`src/rtl/valid_delay_line.sv`:
```
// Runtime-programmable, stallable delay line that carries a valid bit with every data word.
// Optional build macro: VDL_DATA_CLEAR_EN (zeroes data stages on reset and flush, and drives o_data to 0 when idle).
module valid_delay_line #(
    parameter int DATA_WIDTH    = 32,
    parameter int MAX_DEPTH     = 8,
    parameter int DEFAULT_DEPTH = 4,
    localparam int CW           = $clog2(MAX_DEPTH + 1)
) (
    input  logic                  i_clk,
    input  logic                  i_rst_n,
    input  logic                  i_en,
    input  logic                  i_flush,
    input  logic                  i_valid,
    input  logic [DATA_WIDTH-1:0] i_data,
    input  logic                  i_depth_ld,
    input  logic [CW-1:0]         i_depth,
    output logic                  o_valid,
    output logic [DATA_WIDTH-1:0] o_data,
    output logic [CW-1:0]         o_count,
    output logic                  o_empty,
    output logic [CW-1:0]         o_depth,
    output logic                  o_depth_err
);

    logic                  r_valid [1:MAX_DEPTH];
    logic [DATA_WIDTH-1:0] r_data  [1:MAX_DEPTH];
    logic [CW-1:0]         r_count;
    logic [CW-1:0]         r_depth;
    logic                  r_depth_err;

    logic                  w_shift;
    logic                  w_in_fire;
    logic                  w_tap_valid;
    logic [DATA_WIDTH-1:0] w_tap_data;
    logic                  w_out_valid;
    logic [DATA_WIDTH-1:0] w_out_data;
    logic                  w_depth_ok;
    logic                  w_depth_acc;
    logic                  w_depth_big;
    logic [CW-1:0]         w_depth_next;

    assign w_shift   = i_en & ~i_flush;
    assign w_in_fire = w_shift & i_valid;

    always_comb begin
        w_tap_valid = 1'b0;
        w_tap_data  = '0;
        for (int k = 1; k <= MAX_DEPTH; k++) begin
            if (r_depth == CW'(k)) begin
                w_tap_valid = r_valid[k];
                w_tap_data  = r_data[k];
            end
        end
    end

    // Depth 0 bypasses the stages entirely and behaves as a wire.
    assign w_out_valid = (r_depth == '0) ? w_in_fire : (w_tap_valid & w_shift);
    assign w_out_data  = (r_depth == '0) ? i_data : w_tap_data;

`ifdef VDL_DATA_CLEAR_EN
    assign o_data = w_out_valid ? w_out_data : '0;
`else
    assign o_data = w_out_data;
`endif

    assign o_valid     = w_out_valid;
    assign o_count     = r_count;
    assign o_empty     = (r_count == '0);
    assign o_depth     = r_depth;
    assign o_depth_err = r_depth_err;

    // A depth change is only safe with nothing in flight, or when a flush discards everything anyway.
    assign w_depth_ok   = (o_empty & ~(i_valid & i_en)) | i_flush;
    assign w_depth_acc  = i_depth_ld & w_depth_ok;
    assign w_depth_big  = (i_depth > CW'(MAX_DEPTH));
    assign w_depth_next = w_depth_big ? CW'(MAX_DEPTH) : i_depth;

    always_ff @(posedge i_clk or negedge i_rst_n) begin
        if (!i_rst_n) begin
            for (int k = 1; k <= MAX_DEPTH; k++) begin
                r_valid[k] <= 1'b0;
            end
        end else if (i_flush || w_depth_acc) begin
            for (int k = 1; k <= MAX_DEPTH; k++) begin
                r_valid[k] <= 1'b0;
            end
        end else if (i_en) begin
            r_valid[1] <= i_valid;
            for (int k = 2; k <= MAX_DEPTH; k++) begin
                r_valid[k] <= r_valid[k-1];
            end
        end
    end

`ifdef VDL_DATA_CLEAR_EN
    always_ff @(posedge i_clk or negedge i_rst_n) begin
        if (!i_rst_n) begin
            for (int k = 1; k <= MAX_DEPTH; k++) begin
                r_data[k] <= '0;
            end
        end else if (i_flush) begin
            for (int k = 1; k <= MAX_DEPTH; k++) begin
                r_data[k] <= '0;
            end
        end else if (i_en) begin
            r_data[1] <= i_data;
            for (int k = 2; k <= MAX_DEPTH; k++) begin
                r_data[k] <= r_data[k-1];
            end
        end
    end
`else
    always_ff @(posedge i_clk) begin
        if (w_shift) begin
            r_data[1] <= i_data;
            for (int k = 2; k <= MAX_DEPTH; k++) begin
                r_data[k] <= r_data[k-1];
            end
        end
    end
`endif

    always_ff @(posedge i_clk or negedge i_rst_n) begin
        if (!i_rst_n) begin
            r_count <= '0;
        end else if (i_flush || w_depth_acc) begin
            r_count <= '0;
        end else if (r_depth != '0) begin
            if (w_in_fire && !w_out_valid) begin
                r_count <= r_count + CW'(1);
            end else if (!w_in_fire && w_out_valid) begin
                r_count <= r_count - CW'(1);
            end
        end
    end

    always_ff @(posedge i_clk or negedge i_rst_n) begin
        if (!i_rst_n) begin
            r_depth     <= CW'(DEFAULT_DEPTH);
            r_depth_err <= 1'b0;
        end else begin
            r_depth_err <= i_depth_ld & (~w_depth_ok | w_depth_big);
            if (w_depth_acc) begin
                r_depth <= w_depth_next;
            end
        end
    end

endmodule
```
`config.mk`:
```
export PLATFORM = sky130hd
export DESIGN_NAME = valid_delay_line
export DESIGN_NICKNAME = d
export VERILOG_FILES = /design/src/rtl/valid_delay_line.sv
export SDC_FILE = /design/constraint.sdc
export NUM_CORES = 1
export LEC_CHECK = 0
export BUFFER_PORTS_ARGS = -buffer_cell sky130_fd_sc_hd__buf_2
export CAP_MARGIN = 20
export CORE_ASPECT_RATIO = 2
export CORE_MARGIN = 1
export CORE_UTILIZATION = 50
export CTS_BUF_LIST = sky130_fd_sc_hd__clkbuf_4 sky130_fd_sc_hd__clkbuf_8
export DETAILED_ROUTE_END_ITERATION = 7
export PLACE_DENSITY = 0.71
export SYNTH_ARGS = -nofsm -noshare
export SYNTH_HDL_FRONTEND = slang
export SYNTH_SLANG_ARGS = --single-unit
```
`constraint.sdc`:
```
create_clock -name i_clk -period 13.99 [get_ports i_clk]
set_input_delay 0.6995 -clock i_clk [delete_from_list [all_inputs] [get_ports i_clk]]
set_output_delay 0.6995 -clock i_clk [all_outputs]
set_load 0.1 [all_outputs]
```
==> impl_table.tex <==
\begin{tabular}{lr}
\hline
Metric & Value \\
\hline
\multicolumn{2}{l}{\textbf{Layout}} \\
\quad Final layout net count & 883 \\
\quad Area Growth Syn to Fin & 12.3\% \\
\quad Post-layout util & 57.5\% \\
\quad Fraction of final layout cells sized beyond drive strength 1 & 21.5\% \\
\quad Antenna cell count & 0 \\
\multicolumn{2}{l}{\textbf{Global route}} \\
\quad GRT Residual Overflow & 0 \\
\quad Total GRT Usage & 21.7\% \\
\quad Via count of the first global-routing pass & 6928 \\
\quad Initial antenna violation count & 0 \\
\quad Global-route wire length before repair & 38.7 mm \\
\quad Largest net degree at the start of global routing & 86 \\
\multicolumn{2}{l}{\textbf{Placement}} \\
\quad Final RePlAce weighted congestion & 0.773 \\
\quad HPWL Detailed & 14.5 mm \\
\quad Port bufs & 84 \\
\multicolumn{2}{l}{\textbf{Worst setup path}} \\
\quad Data arrival time of the critical path & 3.86 ns \\
\quad Slowest library cell on the worst path & and2\_1 \\
\quad Endpoint required time on the critical path & 13.29 ns \\
\quad Cell-by-cell trace of the critical path & buf\_4 -> nor3\_1 -> and2\_1 -> buf\_4 -> a22oi\_1 -> o21ai\_1 -> buf\_2 \\
\quad Crit path top cell by count & buf\_4 \\
\quad Max stage delay on crit path & 0.77 ns \\
\quad Worst Setup End Kind & output pin \\
\quad Buffers and inverters on the worst path & 3 \\
\quad Crit Path Category & reg -> out \\
\quad Register-to-register path setup slack & 9.91 ns \\
\quad Peak fanout along the critical path & 59 \\
\quad Kind of start point of the critical path & flip-flop \\
\quad Top cell family by delay on the critical path & buffers and inverters \\
\multicolumn{2}{l}{\textbf{STA}} \\
\quad Final cycle utilization of the critical path & 32.6\% \\
\quad TNS Setup & 0 ns \\
\quad Worst-Margin Slew & 1.06 ns \\
\quad Time the final worst path needs with I/O delays and setup & 4.56 ns \\
\quad Clock skew after layout & 0.0229 ns \\
\quad Number of pins with negative max-slew slack in the final report & 0 \\
\quad RSZ-0062 raised after global routing & no \\
\quad Final setup viols & 0 \\
\quad Worst slew margin relative to its limit & 29.3\% \\
\quad Count of final hold-check violations & 0 \\
\quad Fmax & 0.219 GHz \\
\multicolumn{2}{l}{\textbf{Synthesis}} \\
\quad Area leader, netlist & edfxtp\_1 \\
\quad Number of instances in the synthesized netlist & 755 \\
\quad Fraction of post-synthesis cell area in the top cell type by area & 67.8\% \\
\quad Main synth FF type & edfxtp\_1 \\
\quad Average footprint of a synthesized cell & 15.0 µm² \\
\quad Yosys warning count & 0 \\
\quad Post-Syn Nets & 801 \\
\quad Share of flip-flops with an asynchronous set or reset after synthesis & 6.23\% \\
\quad Number of enable flip-flop cells after synthesis & 256 \\
\quad Mapped cell area & 11300 µm² \\
\quad Synthesis-stage register bit count & 273 \\
\quad Share of the yosys chip area belonging to registers & 71.5\% \\
\quad Top post-synthesis cells by area & edfxtp\_1 68\%, dfrtp\_1 3.5\%, mux2i\_1 3.1\% \\
\quad Synth cell types & 47 \\
\multicolumn{2}{l}{\textbf{Floorplan}} \\
\quad DIE WIDTH & 109 µm \\
\quad Core area & 22200 µm² \\
\quad Site row count & 77 \\
\quad Height of the chip & 215 µm \\
\quad Initial cell density of the core & 51.2\% \\
\quad Total I/O pin count & 85 \\
\quad Die area & 23300 µm² \\
\multicolumn{2}{l}{\textbf{Route}} \\
\quad DRC marker count from the first detailed-route iteration & 588 \\
\quad Total detailed-routing wirelength & 24.9 mm \\
\quad DR vias & 6969 \\
\quad Router iterations before antenna repair & 7 \\
\quad Count of antenna-violating nets left after detailed routing & 0 \\
\quad DRC violation count after routing & 0 \\
\quad Via/cell ratio & 6.10 \\
\quad Detailed-route wire length per cell & 21.8 µm \\
\multicolumn{2}{l}{\textbf{Pwr}} \\
\quad Switching component of the power & 0.835 mW \\
\quad Fraction of power consumed by the clock network & 29.0\% \\
\quad Share of total power in combinational logic & 27.7\% \\
\quad Worst supply voltage drop on vdd & 0.000143 V \\
\quad Cell internal power dissipation & 1.39 mW \\
\quad Power Dens Cells & 175 nW/µm² \\
\quad Sequential share of power & 43.3\% \\
\quad Switching part of the total power & 37.5\% \\
\quad Total leakage power & 4.57 nW \\
\multicolumn{2}{l}{\textbf{Worst hold path}} \\
\quad Kind of path behind the tightest hold check & in -> async \\
\multicolumn{2}{l}{\textbf{CTS}} \\
\quad Worst-skew pair later-pin latency & 0.55 ns \\
\quad CTS clk-pin slew, worst paths & 0.07 ns \\
\quad Num CTS Buffers & 40 \\
\quad Clock sink count & 273 \\
\quad Cell at the root of the clock tree & clkbuf\_8 \\
\quad CTS H-Tree Depth & 2 \\
\quad Clock buffer depth & 3 \\
\quad Hold-fix buffer count after cts & 0 \\
\quad Setup bufs post-CTS & 0 \\
\quad CTS resizes & 0 \\
\quad CTS tree & built \\
\multicolumn{2}{l}{\textbf{Run}} \\
\quad Number of max-cap violations & 0 \\
\multicolumn{2}{l}{\textbf{Status}} \\
\quad Run status & finished, final reports clean \\
\hline
\end{tabular}
## stage by stage
step	std cells	power (mW)	instance area [µm²]	worst slack, ns	hold WS [ns]
finish	1143	2.23	12700	9.43	0.0812
global route	1143	2.31	12700	9.26	0.0954
CTS	1142	2.25	12700	9.45	0.0741
detailed placement	1070	1.60	11900	10.01	0.434
global placement	1070	1.60	11900	10.03	0.426
floorplan	755	1.49	11300	3.99	0.404
## layout make-up
class / instances / area [µm²]
clock inverter: 24 / 165
fill: 1784 / 9410
inverter: 35 / 131
timing repair buffer: 100 / 553
sequential: 273 / 8120
multi-input combinational: 387 / 2810
clock buffer: 48 / 617
tap: 276 / 345
## registers in the layout, summed over array words and instances (netlist names)
register / cells
r_data: 256
o_depth: 4
o_count: 4
r_valid: 8
o_depth_err: 1
## synthesized netlist by cell type, types with 2 or more instances
library cell	count
edfxtp_1	256
a2bb2oi_1	23
ha_1	3
a22oi_1	8
nand2b_1	4
nor2_1	4
a31oi_1	8
o21ai_0	42
o31a_1	2
buf_2	28
inv_1	35
a221oi_1	8
dfrtp_1	16
o21ai_1	3
a222oi_1	23
a22o_1	8
and2_1	3
o21a_1	25
a21o_1	3
nor2b_1	5
buf_4	7
mux2_4	3
a21oi_1	48
nor4_4	2
nand3_1	3
o221ai_1	23
mux2i_1	35
nand2_1	51
buf_1	4
a211oi_1	24
buf_6	2
xnor2_1	2
clkbuf_1	19
mux2_2	12
## cell families after synthesis
group,Yosys count,synth area share [%]
compound gates,252,15.8
xor+xnor,2,0.154
fa+ha+maj,4,0.507
buf+inv,95,3.82
flops,273,71.5
mux,50,4.68
simple gates,79,3.51
## worst paths after layout
check | start | to | cells past startpoint
max | o_depth[0]$_DFFE_PN0P_ | o_data[18] | 7
min | i_rst_n | o_depth[0]$_DFFE_PN0P_ | 1
max reg2reg | o_depth[0]$_DFFE_PN0P_ | o_count[3]$_DFFE_PN0P_ | 12
min reg2reg | r_data[0][69]$_DFFE_PP_ | r_data[0][101]$_DFFE_PP_ | 0
max in group asynchronous | i_rst_n | o_depth[1]$_DFFE_PN0P_ | 1
min in group i_clk | i_data[29] | r_data[0][61]$_DFFE_PP_ | 1
## placed cells by master (no fill, tap or decap), types with 4 or more instances in the layout
master	n
a221oi_1	8
buf_2	84
clkbuf_4	7
dfrtp_1	14
mux2_2	12
buf_4	15
a22oi_1	8
nand2b_1	4
a22o_1	8
inv_1	35
clkinv_1	11
a31oi_1	8
clkinv_2	8
nand2_1	51
o221ai_1	23
mux2i_1	35
edfxtp_1	256
nor2b_1	4
o21ai_0	42
nor2_1	4
o21a_1	25
a211oi_1	24
a222oi_1	23
clkbuf_8	41
a2bb2oi_1	23
a21oi_1	48
## power groups by stage
stage / sequential, mW / clock [mW] / combinational [mW]
final: 0.967 / 0.647 / 0.617
after global routing: 0.971 / 0.693 / 0.646
after CTS: 0.966 / 0.662 / 0.618
after detailed placement: 0.983 / 0 / 0.617
after global placement: 0.982 / 0 / 0.614
after floorplan: 0.994 / 0 / 0.496
## layer usage
metal / GRT usage, % / wire, µm / vias up / share of wire, %
met5: 0 / 0 / - / 0
met3: 3.28 / 1380 / 54 / 5.5
met4: 9.23 / 812 / 0 / 3.3
met2: 34.5 / 12400 / 253 / 50
met1: 29.6 / 10300 / 3498 / 41
li1: - / - / 3164 / -
No activity file was read; power rests on OpenSTA's default activity.
